`config.mk`:
```
export PLATFORM = sky130hd
export DESIGN_NAME = control_pipe
export DESIGN_NICKNAME = d
export VERILOG_FILES = /design/src/rtl/control_pipe.sv
export SDC_FILE = /design/constraint.sdc
export NUM_CORES = 1
export LEC_CHECK = 0
export BUFFER_PORTS_ARGS = -buffer_cell sky130_fd_sc_hd__buf_2
export CORE_ASPECT_RATIO = 0.7
export CORE_MARGIN = 2
export CORE_UTILIZATION = 42
export CTS_CLUSTER_SIZE = 40
export DETAILED_ROUTE_END_ITERATION = 12
export PLACE_DENSITY = 0.77
export SYNTH_ARGS = -nofsm -noshare
export SYNTH_HDL_FRONTEND = slang
export SYNTH_SLANG_ARGS = --single-unit
```
`constraint.sdc`:
```
create_clock -name clk -period 2.5 [get_ports clk]
set_clock_uncertainty 0.2 [all_clocks]
set_input_delay 0.75 -clock clk [delete_from_list [all_inputs] [get_ports clk]]
set_output_delay 0.75 -clock clk [all_outputs]
set_load 0.1 [all_outputs]
```
`src/rtl/control_pipe.sv`:
```
// control_pipe: carries decoded control bits from ID through EX, MEM and WB,
// detects load-use hazards against the instruction in EX, and inserts a
// single-cycle bubble on a stall or a taken branch.
// Optional stall-cycle counter is enabled by defining CONTROL_PIPE_STALL_CNT_EN.
module control_pipe (
    input  logic        clk,
    input  logic        reset,
    input  logic [7:0]  ctrl_id,
    input  logic [4:0]  id_rs,
    input  logic [4:0]  id_rt,
    input  logic        branch_taken,
    output logic [3:0]  ex_ctrl,
    output logic [1:0]  mem_ctrl,
    output logic [1:0]  wb_ctrl,
    output logic [4:0]  ex_rt,
    output logic        stall,
    output logic [15:0] stall_count
);

    // Bit positions inside the 8-bit control bundle
    localparam int MEM_READ_BIT = 6;

    // ID/EX stage
    logic [7:0] idex_ctrl_q, idex_ctrl_d;
    logic [4:0] idex_rt_q,   idex_rt_d;
    // EX/MEM stage: {MemWrite, MemRead} and {MemToReg, RegWrite}
    logic [1:0] exmem_mem_q, exmem_mem_d;
    logic [1:0] exmem_wb_q,  exmem_wb_d;
    // MEM/WB stage: {MemToReg, RegWrite}
    logic [1:0] memwb_wb_q,  memwb_wb_d;

    logic hazard;
    logic bubble;

    // Load-use detection and stall qualification; a taken branch or reset wins
    always_comb begin
        hazard = idex_ctrl_q[MEM_READ_BIT] && (idex_rt_q != 5'd0) &&
                 ((idex_rt_q == id_rs) || (idex_rt_q == id_rt));
        stall  = hazard && !branch_taken && reset;
        bubble = stall || branch_taken;
    end

    // Next-state for every stage; only ID/EX can be replaced by a bubble
    always_comb begin
        // NOTE: every always_comb output gets a default first so no path can infer a latch.
        idex_ctrl_d = ctrl_id;
        idex_rt_d   = id_rt;
        if (bubble) begin
            idex_ctrl_d = 8'h00;
            idex_rt_d   = 5'd0;
        end
        exmem_mem_d = idex_ctrl_q[7:6];
        exmem_wb_d  = idex_ctrl_q[5:4];
        memwb_wb_d  = exmem_wb_q;
    end

    // Stage registers with synchronous active-low clear
    always_ff @(posedge clk) begin
        // NOTE: sequential state uses non-blocking assignments so all stages update from pre-edge values.
        if (!reset) begin
            idex_ctrl_q <= 8'h00;
            idex_rt_q   <= 5'd0;
            exmem_mem_q <= 2'b00;
            exmem_wb_q  <= 2'b00;
            memwb_wb_q  <= 2'b00;
        end else begin
            idex_ctrl_q <= idex_ctrl_d;
            idex_rt_q   <= idex_rt_d;
            exmem_mem_q <= exmem_mem_d;
            exmem_wb_q  <= exmem_wb_d;
            memwb_wb_q  <= memwb_wb_d;
        end
    end

`ifdef CONTROL_PIPE_STALL_CNT_EN
    logic [15:0] stall_cnt_q, stall_cnt_d;

    // Saturating stall-cycle count
    always_comb begin
        stall_cnt_d = stall_cnt_q;
        if (stall && (stall_cnt_q != 16'hFFFF)) begin
            stall_cnt_d = stall_cnt_q + 16'd1;
        end
    end

    // Counter register, cleared with the pipeline
    always_ff @(posedge clk) begin
        if (!reset) begin
            stall_cnt_q <= 16'h0000;
        end else begin
            stall_cnt_q <= stall_cnt_d;
        end
    end

    assign stall_count = stall_cnt_q;
`else
    assign stall_count = 16'h0000;
`endif

    assign ex_ctrl  = idex_ctrl_q[3:0];
    assign ex_rt    = idex_rt_q;
    assign mem_ctrl = exmem_mem_q;
    assign wb_ctrl  = memwb_wb_q;

endmodule

```
# == Yosys cells after proc, flatten, opt, wreduce, memory -nomap -nowiden ==
# Index checks and enable logic that the tools add are counted.
# word_totals
regBits,19
inputBits,21
output_inout_bits,30
elab_cells,17
# classes
n_eq_ne,2
bitwise_logic,1
n_reduce_logical,9
# ops
cell,n
$eq A5 B5 Y1,2
$reduce_bool A5 Y1,1
$logic_and A1 B1 Y1,4
$logic_or A1 B1 Y1,2
$reduce_or A2 Y1,1
$logic_not A1 Y1,1
$not A1 Y1,1

# == Longest topological paths before layout ==
# depth
depth_word,7
mapped_depth,5
ltp_nobuf,4

# == Worst setup path after synthesis ==
# OpenSTA, ideal clock, no wires.
# synth_path
path_kind,reg2out
from,reg idex_rt_q[1] (netlist: ex_rt[1])
to,out stall
arrival_time_ns,2.100
required_time_ns,1.550
path_slack_ns,-0.550
stages_incl_launch_ff,5
n_path_buf,0
path_cell_list,dfxtp_1 or4_1 nor2_2 nor3b_2 and2_2
# synth_between
elab_chain_cells,5
elab_cells_between_ends,8
# synth_lines
item,line_no,rtl
start: declaration,25,"logic [4:0] idex_rt_q, idex_rt_d;"
start signal: assignment,68,idex_rt_q <= idex_rt_d;
$eq A5 B5 Y1 or $reduce_bool A5 Y1 (tied branches),"38, 37",
$logic_or A1 B1 Y1 or $logic_and A1 B1 Y1 (tied branches),"38, 37",
$logic_and A1 B1 Y1 *,37,hazard = idex_ctrl_q[MEM_READ_BIT] && (idex_rt_q != 5'd0) &&
$logic_and A1 B1 Y1 * (2 in series),39,stall = hazard && !branch_taken && reset;
end: declaration,16,"output logic stall,"
# Every way passes the cells marked *; elsewhere a longest branch is shown, timed or not.

# == Worst setup path after layout ==
# layout_path
from,in id_rs[3]
to,out stall
# layout_between
elab_chain_cells,5
# layout_lines
item,line_no,rtl
start: declaration,9,"input logic [4:0] id_rs,"
$eq A5 B5 Y1,38,((idex_rt_q == id_rs) || (idex_rt_q == id_rt));
$logic_or A1 B1 Y1,38,
$logic_and A1 B1 Y1,37,
$logic_and A1 B1 Y1 (2 in series),39,
# No other way between the ends.

==> run metrics <==
slowest CP cell=o22ai_2; final worst path period share=103.6%; number of synthesized flops with an enable pin=0; WL/cell=10.80 um; Post-CTS Hold Fix Bufs=0; drt via density=4.357; initial DRC count=3; CTS clk-pin slew, worst paths=100 ps; count leader, synth=buf_4; #FFs+latches synth=19; CP required=1550 ps; total power=705.3 uW; Max H-tree Level=1; top layer reached by signal wires=met3; total track usage=13.82%; Max-Cap Viols=0; setup ws final=-89.67 ps; DR DRC count=0; top_reg_cell synth=dfxtp_1; fin crit period=roughly 2600 ps; antenna violations before repair=0; Max VDD drop=between 0.0003 and 0.0004 V; Die ar.=2521 um^2; gate count after technology mapping=95; leakage=between 0.5 and 0.6 nW; critical path endpoint category=primary output; Slew Viols, Final=0; Seq/Total Area, Yosys=a little over two fifths; Root Buffer=clkbuf_4; fraction of layout cells with a size suffix above 1=51.52%; Skew-Pair Late Insertion Delay=290 ps; via count=around 670; drt pass-1 iters=4; Synth top cells by count=buf_4, dfxtp_1, nand2_1; Antenna Cells=0; top post-synthesis cells by area=dfxtp_1, buf_4, a21oi_2; final instance count without filler cells=154; synth warn=0; TritonCTS Buffers=3; crit path kind=in2out; Crit path arrival time=1640 ps; largest area contributor in the netlist=dfxtp_1; startpoint types=input pin; DRT Wirelength=~1700 um; Synth top area share=42.52%; nets=~150; final hold vios=0; Worst Hold Class=reg2reg; clock tree sinks=19; Placer Congestion=0.7585; placed insts=between 100 and 150; pwr dens=624.9 nW/um^2; met2 WL=around 860 um; Fmax=around 0.39 GHz; clk buf depth=2; Area Overhead vs Synth=26.15%; grt total ovfl=0; I/O Buffers=34; WL met3=approximately 150 um; ANT nets after route=0; crit path cell chain=buf_2 -> xnor2_2 -> nand2_1 -> o22ai_2 -> and2_4 -> buf_12; first-pass GRT wire length=approximately 2600 um; I/O pins=51; Die Wd=about 60 um; mean post-synth cell area=~9.4 um^2; row cnt=13; Cell variety after synth=18; violated checks=negative setup slack; TritonCTS clock tree=yes; Setup violations, final=1; CP peak stage delay=around 200 ps; Setup TNS=-89.67 ps; RSZ-0062 raised after global routing=yes; wl on met1=approximately 660 um; Synth async-reset ratio=0%; Die Ht=42.62 um; status=finished with violations; vias in the first global route=636; post-DP HPWL=1286 um; WHS=between 200 and 250 ps; synthesized area=between 800 and 900 um^2; core footprint=1936 um^2; largest net degree at the start of global routing=14; crit path max fanout=2; initial core utilization=46.22%
## critical path, delay by kind of cell
family	cells	cell delay [ps]
xor gates and xnor gates	1	150
and+or+nand+nor	2	270
buffers and inverters	2	270
AOI/OAI and AO/OA	1	200
## registers in the layout, summed over array words and instances (netlist names)
register,count
mem_ctrl,2
idex_ctrl_q,8
wb_ctrl,2
ex_rt,5
exmem_wb_q,2
## cell usage in the layout, fill, tap and decap left out, types with 2 or more instances in the layout
cell       n
buf_2     33
conb_1    16
nand2_1   15
dfxtp_1   14
a21oi_2   10
xnor2_1    7
buf_4      7
and2_1     6
dfxtp_4    4
xnor2_2    3
a21oi_1    3
clkbuf_4   3
nand3_1    2
## layout make-up
type | instances | area, um^2
Fill cell | 191 | 807.0
Sequential cell | 19 | 396.6
Tap cell | 22 | 27.53
Timing Repair Buffer | 41 | 237.7
Clock inverter | 1 | 5.005
Multi-Input combinational cell | 68 | 439.2
Clock buffer | 3 | 22.52
## logic make-up (layout without fill, tap and decap cells)
kind of cell,count (synthesis),count (layout),share of synthesized area (%)
xor gates and xnor gates,10,10,9.790
and+or+nand+nor,28,28,16.09
DFF,19,19,42.52
AOI/OAI and AO/OA,14,14,12.17
buffers and inverters,23,45,19.02
other,1,16,0.4192
## path summary, 6_finish.rpt
kind	start	end	slack, ps	cells after the start
worst min register to register	idex_ctrl_q[4]$_SDFF_PP0_	exmem_wb_q[0]$_SDFF_PN0_	240	1
worst max register to register	ex_rt[4]$_SDFF_PP0_	ex_rt[0]$_SDFF_PP0_	790	7
worst max-delay path	id_rs[3]	stall	-90	6
worst min-delay path	idex_ctrl_q[4]$_SDFF_PP0_	exmem_wb_q[0]$_SDFF_PN0_	240	1
## per-stage QoR
step,setup slack (ps),instance area [um^2],utilization (%)
2_1_floorplan,0.2127,974.7,-
3_3_place_gp,-75.09,1047,54.10
3_5_place_dp,-91.92,1047,54.10
4_1_cts,-100.2,1094,56.50
5_1_grt,-168.8,1129,58.31
6_report,-89.67,1129,58.31
## power by group
part / total, mW / internal (mW) / switching (mW)
registers: 0.317 / 0.311 / 0.00573
logic: 0.240 / 0.0460 / 0.194
clock network: 0.149 / 0.0594 / 0.0892
total: 0.705 / 0.416 / 0.289
## metal layers
layer | up-vias | global-route usage, %
met3 | 0 | 6.173
met2 | 31 | 24.89
met1 | 299 | 15.92
li1 | 341 | -
met4 | 0 | 0
met5 | - | 0
## timing repair
item | in CTS | in global routing
cloned | 0 | 0
endpoints found under the setup margin | 1 | 1
buffers inserted | 2 | 1
pin swaps | 0 | 3
resized for setup | 1 | 4
Note: power is estimated with default switching activity, not from simulation.
